**config.mk**
```make
export PLATFORM = sky130hd
export DESIGN_NAME = ex_unit
export DESIGN_NICKNAME = d
export VERILOG_FILES = /design/src/rtl/ex_unit_pkg.sv /design/src/rtl/ex_unit_div.sv /design/src/rtl/ex_unit.sv
export SDC_FILE = /design/constraint.sdc
export NUM_CORES = 2
export LEC_CHECK = 0
export CAP_MARGIN = 20
export CORE_MARGIN = 5
export CORE_UTILIZATION = 40
export DETAILED_ROUTE_END_ITERATION = 16
export GPL_TIMING_DRIVEN = 0
export PLACE_DENSITY = 0.66
export SYNTH_ARGS = -nofsm -noshare
export SYNTH_HDL_FRONTEND = slang
export SYNTH_HIERARCHICAL = 1
export SYNTH_SLANG_ARGS = --single-unit
```
**constraint.sdc**
```tcl
create_clock -name clk -period 15.78 [get_ports clk]
set_clock_uncertainty 0.2 [all_clocks]
set_input_delay 2.367 -clock clk [delete_from_list [all_inputs] [get_ports clk]]
set_output_delay 2.367 -clock clk [all_outputs]
set_load 0.01 [all_outputs]
```
**src/rtl/ex_unit_pkg.sv**
```systemverilog
// Shared types for the MangoMIPS32 execute stage: ALU op codes, word constants
// and the divider FSM states.
package ex_unit_pkg;

  localparam int          WORD_W    = 32;
  localparam int          ALU_OP_W  = 5;
  localparam logic [31:0] ZERO_WORD = 32'h0000_0000;

  typedef enum logic [ALU_OP_W-1:0] {
    ALU_NOP   = 5'd0,
    ALU_AND   = 5'd1,
    ALU_OR    = 5'd2,
    ALU_XOR   = 5'd3,
    ALU_NOR   = 5'd4,
    ALU_SLL   = 5'd5,
    ALU_SRL   = 5'd6,
    ALU_SRA   = 5'd7,
    ALU_ADDU  = 5'd8,
    ALU_SUBU  = 5'd9,
    ALU_ADD   = 5'd10,
    ALU_SUB   = 5'd11,
    ALU_SLT   = 5'd12,
    ALU_SLTU  = 5'd13,
    ALU_MOVZ  = 5'd14,
    ALU_MOVN  = 5'd15,
    ALU_LUI   = 5'd16,
    ALU_MULT  = 5'd17,
    ALU_MULTU = 5'd18,
    ALU_DIV   = 5'd19,
    ALU_DIVU  = 5'd20,
    ALU_MFHI  = 5'd21,
    ALU_MFLO  = 5'd22,
    ALU_MTHI  = 5'd23,
    ALU_MTLO  = 5'd24
  } alu_op_e;

  typedef enum logic [1:0] {
    DIV_IDLE,
    DIV_BUSY,
    DIV_DONE
  } div_state_e;

endpackage

```
**src/rtl/ex_unit_div.sv**
```systemverilog
// div_unit: iterative restoring divider (IDLE -> BUSY -> DONE) with sign handling,
// used by ex_unit when MANGO_DIV_EN is defined.
module div_unit
  import ex_unit_pkg::*;
#(
  parameter int DIV_CYCLES = 32
) (
  input  logic        clk,
  input  logic        resetn,
  input  logic        start,
  input  logic        signed_op,
  input  logic [31:0] a,
  input  logic [31:0] b,
  output logic        busy,
  output logic        done,
  output logic [31:0] quot,
  output logic [31:0] rem
);

  localparam int             CW   = $clog2(DIV_CYCLES);
  localparam logic [CW-1:0]  LAST = CW'(DIV_CYCLES - 1);

  div_state_e    state, state_nxt;
  logic [CW-1:0] cnt;
  logic [31:0]   q_r, r_r, b_r, dividend_r;
  logic          neg_q, neg_r, b_zero;
  logic [32:0]   shifted, diff;

  always_ff @(posedge clk or negedge resetn) begin
    if (!resetn) state <= DIV_IDLE;
    else         state <= state_nxt;
  end

  always_comb begin
    state_nxt = state;
    case (state)
      DIV_IDLE: if (start) state_nxt = DIV_BUSY;
      DIV_BUSY: if (cnt == LAST) state_nxt = DIV_DONE;
      DIV_DONE: state_nxt = DIV_IDLE;
      default:  state_nxt = DIV_IDLE;
    endcase
  end

  // One restoring step: shift the next dividend bit into the partial remainder
  // and subtract the divisor; a borrow in bit 32 means the step restores.
  assign shifted = {r_r, q_r[31]};
  assign diff    = shifted - {1'b0, b_r};

  always_ff @(posedge clk or negedge resetn) begin
    if (!resetn) begin
      cnt        <= '0;
      q_r        <= '0;
      r_r        <= '0;
      b_r        <= '0;
      dividend_r <= '0;
      neg_q      <= 1'b0;
      neg_r      <= 1'b0;
      b_zero     <= 1'b0;
    end else if (state == DIV_IDLE && start) begin
      cnt        <= '0;
      q_r        <= (signed_op && a[31]) ? -a : a;
      r_r        <= '0;
      b_r        <= (signed_op && b[31]) ? -b : b;
      dividend_r <= a;
      neg_q      <= signed_op & (a[31] ^ b[31]);
      neg_r      <= signed_op & a[31];
      b_zero     <= (b == ZERO_WORD);
    end else if (state == DIV_BUSY) begin
      cnt <= cnt + 1'b1;
      if (!diff[32]) begin
        r_r <= diff[31:0];
        q_r <= {q_r[30:0], 1'b1};
      end else begin
        r_r <= shifted[31:0];
        q_r <= {q_r[30:0], 1'b0};
      end
    end
  end

  assign busy = (state == DIV_BUSY);
  assign done = (state == DIV_DONE);
  assign quot = b_zero ? 32'hFFFF_FFFF : (neg_q ? -q_r : q_r);
  assign rem  = b_zero ? dividend_r    : (neg_r ? -r_r : r_r);

endmodule

```
**src/rtl/ex_unit.sv**
```systemverilog
// MangoMIPS32 execute stage: ALU, HI/LO, EX forwarding and EX/MEM latch.
// Define MANGO_DIV_EN to build the iterative divider and its pipeline stall.
module ex_unit
  import ex_unit_pkg::*;
#(
  parameter int DIV_CYCLES = 32
) (
  input  logic        clk,
  input  logic        resetn,
  input  logic        i_valid,
  input  logic [4:0]  aluop,
  input  logic [31:0] op1,
  input  logic [31:0] op2,
  input  logic        wreg,
  input  logic [4:0]  wraddr,
  output logic        ex_wreg,
  output logic [4:0]  ex_wraddr,
  output logic [31:0] ex_wrdata,
  output logic        ex_stallreq,
  output logic        mem_wreg,
  output logic [4:0]  mem_wraddr,
  output logic [31:0] mem_wrdata,
  output logic        ovf
);

  if (DIV_CYCLES != WORD_W) begin : g_bad_cfg
    $error("DIV_CYCLES must equal the data width");
  end

  alu_op_e     op;
  logic [31:0] hi, lo, result;
  logic [32:0] sum33;
  logic [63:0] mul_a, mul_b, prod;
  logic        known, overflow, hilo_op, is_div, mul_signed;
  logic        div_done;
  logic [31:0] div_quot, div_rem;

  assign op = alu_op_e'(aluop);

  // NOTE: every output of this block gets a default first so no path leaves a latch.
  always_comb begin
    result   = ZERO_WORD;
    sum33    = '0;
    known    = 1'b1;
    overflow = 1'b0;
    hilo_op  = 1'b0;
    is_div   = 1'b0;
    case (op)
      ALU_AND:  result = op1 & op2;
      ALU_OR:   result = op1 | op2;
      ALU_XOR:  result = op1 ^ op2;
      ALU_NOR:  result = ~(op1 | op2);
      ALU_SLL:  result = op2 << op1[4:0];
      ALU_SRL:  result = op2 >> op1[4:0];
      ALU_SRA:  result = $signed(op2) >>> op1[4:0];
      ALU_ADDU: result = op1 + op2;
      ALU_SUBU: result = op1 - op2;
      ALU_ADD: begin
        sum33    = {op1[31], op1} + {op2[31], op2};
        result   = sum33[31:0];
        overflow = sum33[32] ^ sum33[31];
      end
      ALU_SUB: begin
        sum33    = {op1[31], op1} - {op2[31], op2};
        result   = sum33[31:0];
        overflow = sum33[32] ^ sum33[31];
      end
      ALU_SLT:  result = {31'b0, $signed(op1) < $signed(op2)};
      ALU_SLTU: result = {31'b0, op1 < op2};
      ALU_MOVZ, ALU_MOVN, ALU_LUI: result = op1;
      ALU_MULT, ALU_MULTU, ALU_MTHI, ALU_MTLO: hilo_op = 1'b1;
      ALU_MFHI: result = hi;
      ALU_MFLO: result = lo;
`ifdef MANGO_DIV_EN
      ALU_DIV, ALU_DIVU: begin
        hilo_op = 1'b1;
        is_div  = 1'b1;
      end
`endif
      default:  known = 1'b0;
    endcase
  end

  // The low 64 bits of a product of 64-bit extensions are correct for both
  // signed and unsigned operands, so one multiplier serves MULT and MULTU.
  assign mul_signed = (op == ALU_MULT);
  assign mul_a      = {{32{mul_signed & op1[31]}}, op1};
  assign mul_b      = {{32{mul_signed & op2[31]}}, op2};
  assign prod       = mul_a * mul_b;

`ifdef MANGO_DIV_EN
  logic div_busy, div_done_q, div_start;

  // The divide bundle is still held in the cycle after DONE; div_done_q keeps
  // it from re-arming the divider before ID advances.
  assign div_start = i_valid & is_div & ~div_busy & ~div_done & ~div_done_q;

  div_unit #(
    .DIV_CYCLES (DIV_CYCLES)
  ) u_div (
    .clk       (clk),
    .resetn    (resetn),
    .start     (div_start),
    .signed_op (op == ALU_DIV),
    .a         (op1),
    .b         (op2),
    .busy      (div_busy),
    .done      (div_done),
    .quot      (div_quot),
    .rem       (div_rem)
  );

  always_ff @(posedge clk or negedge resetn) begin
    if (!resetn) div_done_q <= 1'b0;
    else         div_done_q <= div_done;
  end

  assign ex_stallreq = div_start | div_busy | div_done;
`else
  assign div_done    = 1'b0;
  assign div_quot    = ZERO_WORD;
  assign div_rem     = ZERO_WORD;
  assign ex_stallreq = 1'b0;
`endif

  assign ex_wreg   = i_valid & wreg & known & ~overflow & ~hilo_op & ~ex_stallreq;
  assign ex_wraddr = wraddr;
  assign ex_wrdata = result;

  // NOTE: state registers use non-blocking assignments so every flop samples pre-edge values.
  always_ff @(posedge clk or negedge resetn) begin
    if (!resetn) begin
      hi <= ZERO_WORD;
      lo <= ZERO_WORD;
    end else if (div_done) begin
      lo <= div_quot;
      hi <= div_rem;
    end else if (i_valid && !ex_stallreq) begin
      case (op)
        ALU_MULT, ALU_MULTU: {hi, lo} <= prod;
        ALU_MTHI: hi <= op1;
        ALU_MTLO: lo <= op1;
        default: ;
      endcase
    end
  end

  always_ff @(posedge clk or negedge resetn) begin
    if (!resetn) begin
      mem_wreg   <= 1'b0;
      mem_wraddr <= 5'd0;
      mem_wrdata <= ZERO_WORD;
      ovf        <= 1'b0;
    end else begin
      mem_wreg   <= ex_wreg;
      mem_wraddr <= ex_wraddr;
      mem_wrdata <= ex_wrdata;
      ovf        <= i_valid & overflow & ~ex_stallreq;
    end
  end

endmodule

```
==> out/qor_table.md <==
| Group | Metric | Value |
|:---|:---|:---|
| final layout | Fraction of final layout cells with drive strength greater than 1 | 2.28% |
| cts | Post-CTS setup buffers | 0 |
| sta | Max Clk Rate | 63.8 MHz |
| sta | Post-route minimum period | 15.68 ns |
| synthesis | Post-synthesis net count | 7,819 |
| min path | Number of stages on the worst hold path | 2 |
| floorplanning | Number of top-level design ports | 156 |
| sta | Final setup viols | 0 |
| final layout | Final-layout fill cell count | 13,200 |
| synthesis | Mapped Avg Cell Area | 8.32 sq um |
| cts | Maximum level of the CTS H-tree | 3 |
| final layout | Net count, final | 8,036 |
| global route | GRT Total Usage | 38.6% |
| floorplanning | Die Height | 371 um |
| global route | Vias in the first global route | 49,900 |
| drt | Vias/cell | 5.97 |
| place | Port bufs | 154 |
| final layout | Signed area change from the synthesized netlist to the final layout | 9.25% |
| run status | Outcome | completed |
| final layout | Footprint of the flip-flops and latches | 2580 sq um |
| sta | Actual slew at the worst max-slew pin | 1.31 ns |
| global route | Total gr overflow | 0 |
| worst setup path | Most prevalent standard cell on the critical path | fa_1 |
| sta | Count of final hold-check violations | 0 |
| global route | Wire length of the first global-routing pass | 375,000 um |
| floorplanning | Die ar. | 138,000 sq um |
| place | Final HPWL DP | 227,000 um |
| synthesis | Synth top cells by count | 1,226 x inv_1, 1,128 x fa_1, 952 x nand2_1 |
| synthesis | Area share of the largest cell type after synthesis | 43.3% |
| min path | Hold path startpoint | lo[18]$_DFFE_PN0P_ |
| global route | Antenna violations before repair | 16 |
| place | Final weighted congestion in routability-driven placement | 1.06 |
| cts | Number of buffers added by the clock tree synthesis step | 9 |
| synthesis | Sequential share of the synthesized area | 4.94% |
| sta | Final period utilization | 99.4% |
| worst setup path | Kind of capture point of the worst setup path | register |
| synthesis | Yosys warns | 6 |
| cts | Reg clk slew, reported paths | 0.09 ns |
| synthesis | Most frequent cell after synthesis | inv_1 |
| worst setup path | Buffering stage count on the worst path with inverters included | 13 |
| drt | Vias after detailed routing | 49,200 |
| synthesis | Share of flip-flops with an asynchronous set or reset | 100% |
| min path | Hold Crit Endpoint | lo[18]$_DFFE_PN0P_ |
| synthesis | Distinct cell type count of the synthesized netlist | 87 |
| sta | Final setup TNS | 0 ns |
| worst setup path | Delay contributed by the slowest stage of the critical path | 0.91 ns |
| worst setup path | Register-to-Register Path Depth | 4 |
| min path | Min-delay worst type | register to register |
| synthesis | Cell taking the most area after synthesis | fa_1 |
| floorplanning | Floorplan die width | 371 um |
| worst setup path | End of the worst register-to-register path | mem_wrdata[26]$_DFF_PN0_ |
| floorplanning | Placeable core area | 130,000 sq um |
| synthesis | Share of cell area taken by muxes after synthesis | 2.46% |
| worst setup path | Worst setup path startpoint | op1[1] |
| drt | Post-route ant nets | 0 |
| cts | Clock latency of the later-clocked register in the worst-skew pair | 0.44 ns |
| worst setup path | Arrival @ worst endpoint | 15.73 ns |
| sta | Max_slew headroom | 12.8% |
| drt | WL/cell | 32.3 um |
| synthesis | Share of the synthesized area in compound gates (AO/OA/AOI/OAI) | 11.8% |
| synthesis | Synthesized flop and latch total | 103 |
| worst setup path | Setup slack, reg-to-reg | 13.20 ns |
| final layout | Total area of multi-input combinational cells | 43,300 sq um |
| drt | Iteration count of the initial detailed-routing pass | 8 |
| synthesis | Netlist area before placement | 52,200 sq um |
| worst setup path | Worst R2R Start | lo[26]$_DFFE_PN0P_ |
| drt | Starting DRT DRC Count | 6,146 |
| worst setup path | Worst setup path class | input pin to register |
| run | Max-cap viol count | 0 |
| drt | DR DRC count | 0 |
| worst setup path | Worst-path cell with the longest stage delay | clkbuf_1 |
| synthesis | Number of enable-type register cells in the synthesized netlist | 0 |
| sta | Final max-slew violation count | 0 |
| global route | Pin count of the biggest net entering global routing | 65 |
| cts | Root Buffer Master | clkbuf_16 |
| floorplanning | Starting density of the core | 40.2% |
| synthesis | Dominant synthesized flop cell | dfrtp_1 |
| synthesis | Synthesized-area fraction occupied by xor and xnor cells | 2.80% |
| synthesis | Synthesized-area fraction occupied by adder cells | 51.4% |
| cts | Clock tree from TritonCTS | yes |
| synthesis | Combinational family with the most area after synthesis | adder cells |
| synthesis | Post-synthesis share of cell area spent on and, or, nand and nor gates | 14.4% |
| sta | RSZ-0062 raised after global routing | false |
| synthesis | Cell types occupying the most area after synthesis | fa_1 43%, inv_1 8.8%, ha_1 8.1% |
| synthesis | Post-synthesis instance total | 6,274 |
| cts | Number of clock sinks | 103 |
| worst setup path | CP startpoint kind | input pin |
| worst setup path | Cell family with the largest share of critical-path delay | buffers and inverters |
| drt | Total wirelength of the detailed-routed design | 267,000 um |
| worst setup path | Worst path required time | 15.83 ns |
| floorplanning | Number of rows in the core area | 132 |
| sta | Final hold slack | 0.307 ns |
| worst setup path | Crit Path Max Fanout | 10 |
| cts | Deepest clock path buffer count | 2 |
layout make-up:
| cell class | count | share of cell area, % |
|---|---|---|
| Antenna cell | 11 | 0.0483 |
| Inverter | 1256 | 8.27 |
| Buffer | 418 | 2.81 |
| Sequential cell | 103 | 4.52 |
| Timing Repair Buffer | 206 | 4.01 |
| Multi-Input combinational cell | 4497 | 76.0 |
| Clock inverter | 7 | 0.127 |
| Tap cell | 1742 | 3.82 |
| Clock buffer | 9 | 0.395 |
stage by stage:
| stage | instance area [sq um] | util (%) | worst slack, ns | instances |
|---|---|---|---|---|
| floorplan | 52200 | - | 4.46 | 6274 |
| global placement | 55900 | 43.1 | -0.866 | 8170 |
| detailed placement | 56600 | 43.6 | 0.0968 | 8215 |
| CTS | 56900 | 43.9 | 0.519 | 8231 |
| global route | 57000 | 44.0 | 0.130 | 8242 |
| finish | 57000 | 44.0 | 0.0986 | 8249 |
cells by family (layout without fill, tap and decap cells):
kind of cell / Yosys count / after routing
muxes: 97 / 97
buffers and inverters: 1674 / 1896
other: 1 / 12
adders and majority gates: 1467 / 1467
DFF: 103 / 103
and+or+nand+nor: 1826 / 1826
xor gates and xnor gates: 167 / 167
AOI/OAI and AO/OA: 939 / 939
state kept, by name, summed over array words and instances (netlist names):
name / count
mem_wrdata: 32
hi: 32
ovf: 1
mem_wraddr: 5
mem_wreg: 1
lo: 32
per-layer routing:
layer | vias to the layer above | routed length, um | track usage [%]
met1 | 24900 | 97800 | 49.2
met2 | 3442 | 110000 | 55.8
met3 | 902 | 33600 | 11.8
met5 | - | 37 | 0
met4 | 6 | 24800 | 27.2
li1 | 19900 | - | -
tightest hold or removal path, stage by stage (launching register included):
cell,delay (ns)
dfrtp_1,0.35
nand2_1,0.05
o21ai_0,0.07
worst max-delay path by stage:
stage | to | slack (ns) | cells past startpoint
global route | hi[28]$_DFFE_PN0P_ | 0.13 | 33
CTS | hi[28]$_DFFE_PN0P_ | 0.52 | 33
floorplan | hi[26]$_DFFE_PN0P_ | 4.46 | 33
detailed placement | hi[28]$_DFFE_PN0P_ | 0.1 | 33
global placement | hi[31]$_DFFE_PN0P_ | -0.87 | 29
finish | hi[28]$_DFFE_PN0P_ | 0.1 | 33
placed cells by master, fill, tap and decap left out, types with 38 or more instances in the layout:
cell type and count:
a221oi_1 47, dfrtp_1 103, clkdlybuf4s50_1 153, nor2_1 555, xnor2_1 115, mux2i_1 65, nand2_1 952, clkbuf_1 314
buf_1 95, a31oi_1 38, ha_1 339, xor2_1 52, nor3_1 57, a21o_1 74, a21oi_1 226, o211ai_1 39
fa_1 1128, nand3_1 72, a22oi_1 42, o21ai_0 213, inv_1 1226
repair_timing:
action / 4_1_cts / 5_1_grt
endpoints found under the setup margin: 0 / 1
gates resized for setup: 0 / 1
hold buffers: 0 / 0
Power is left out: the tool's default activity adds up to more than one toggle a clock period on the data nets, which glitch-free logic cannot reach.
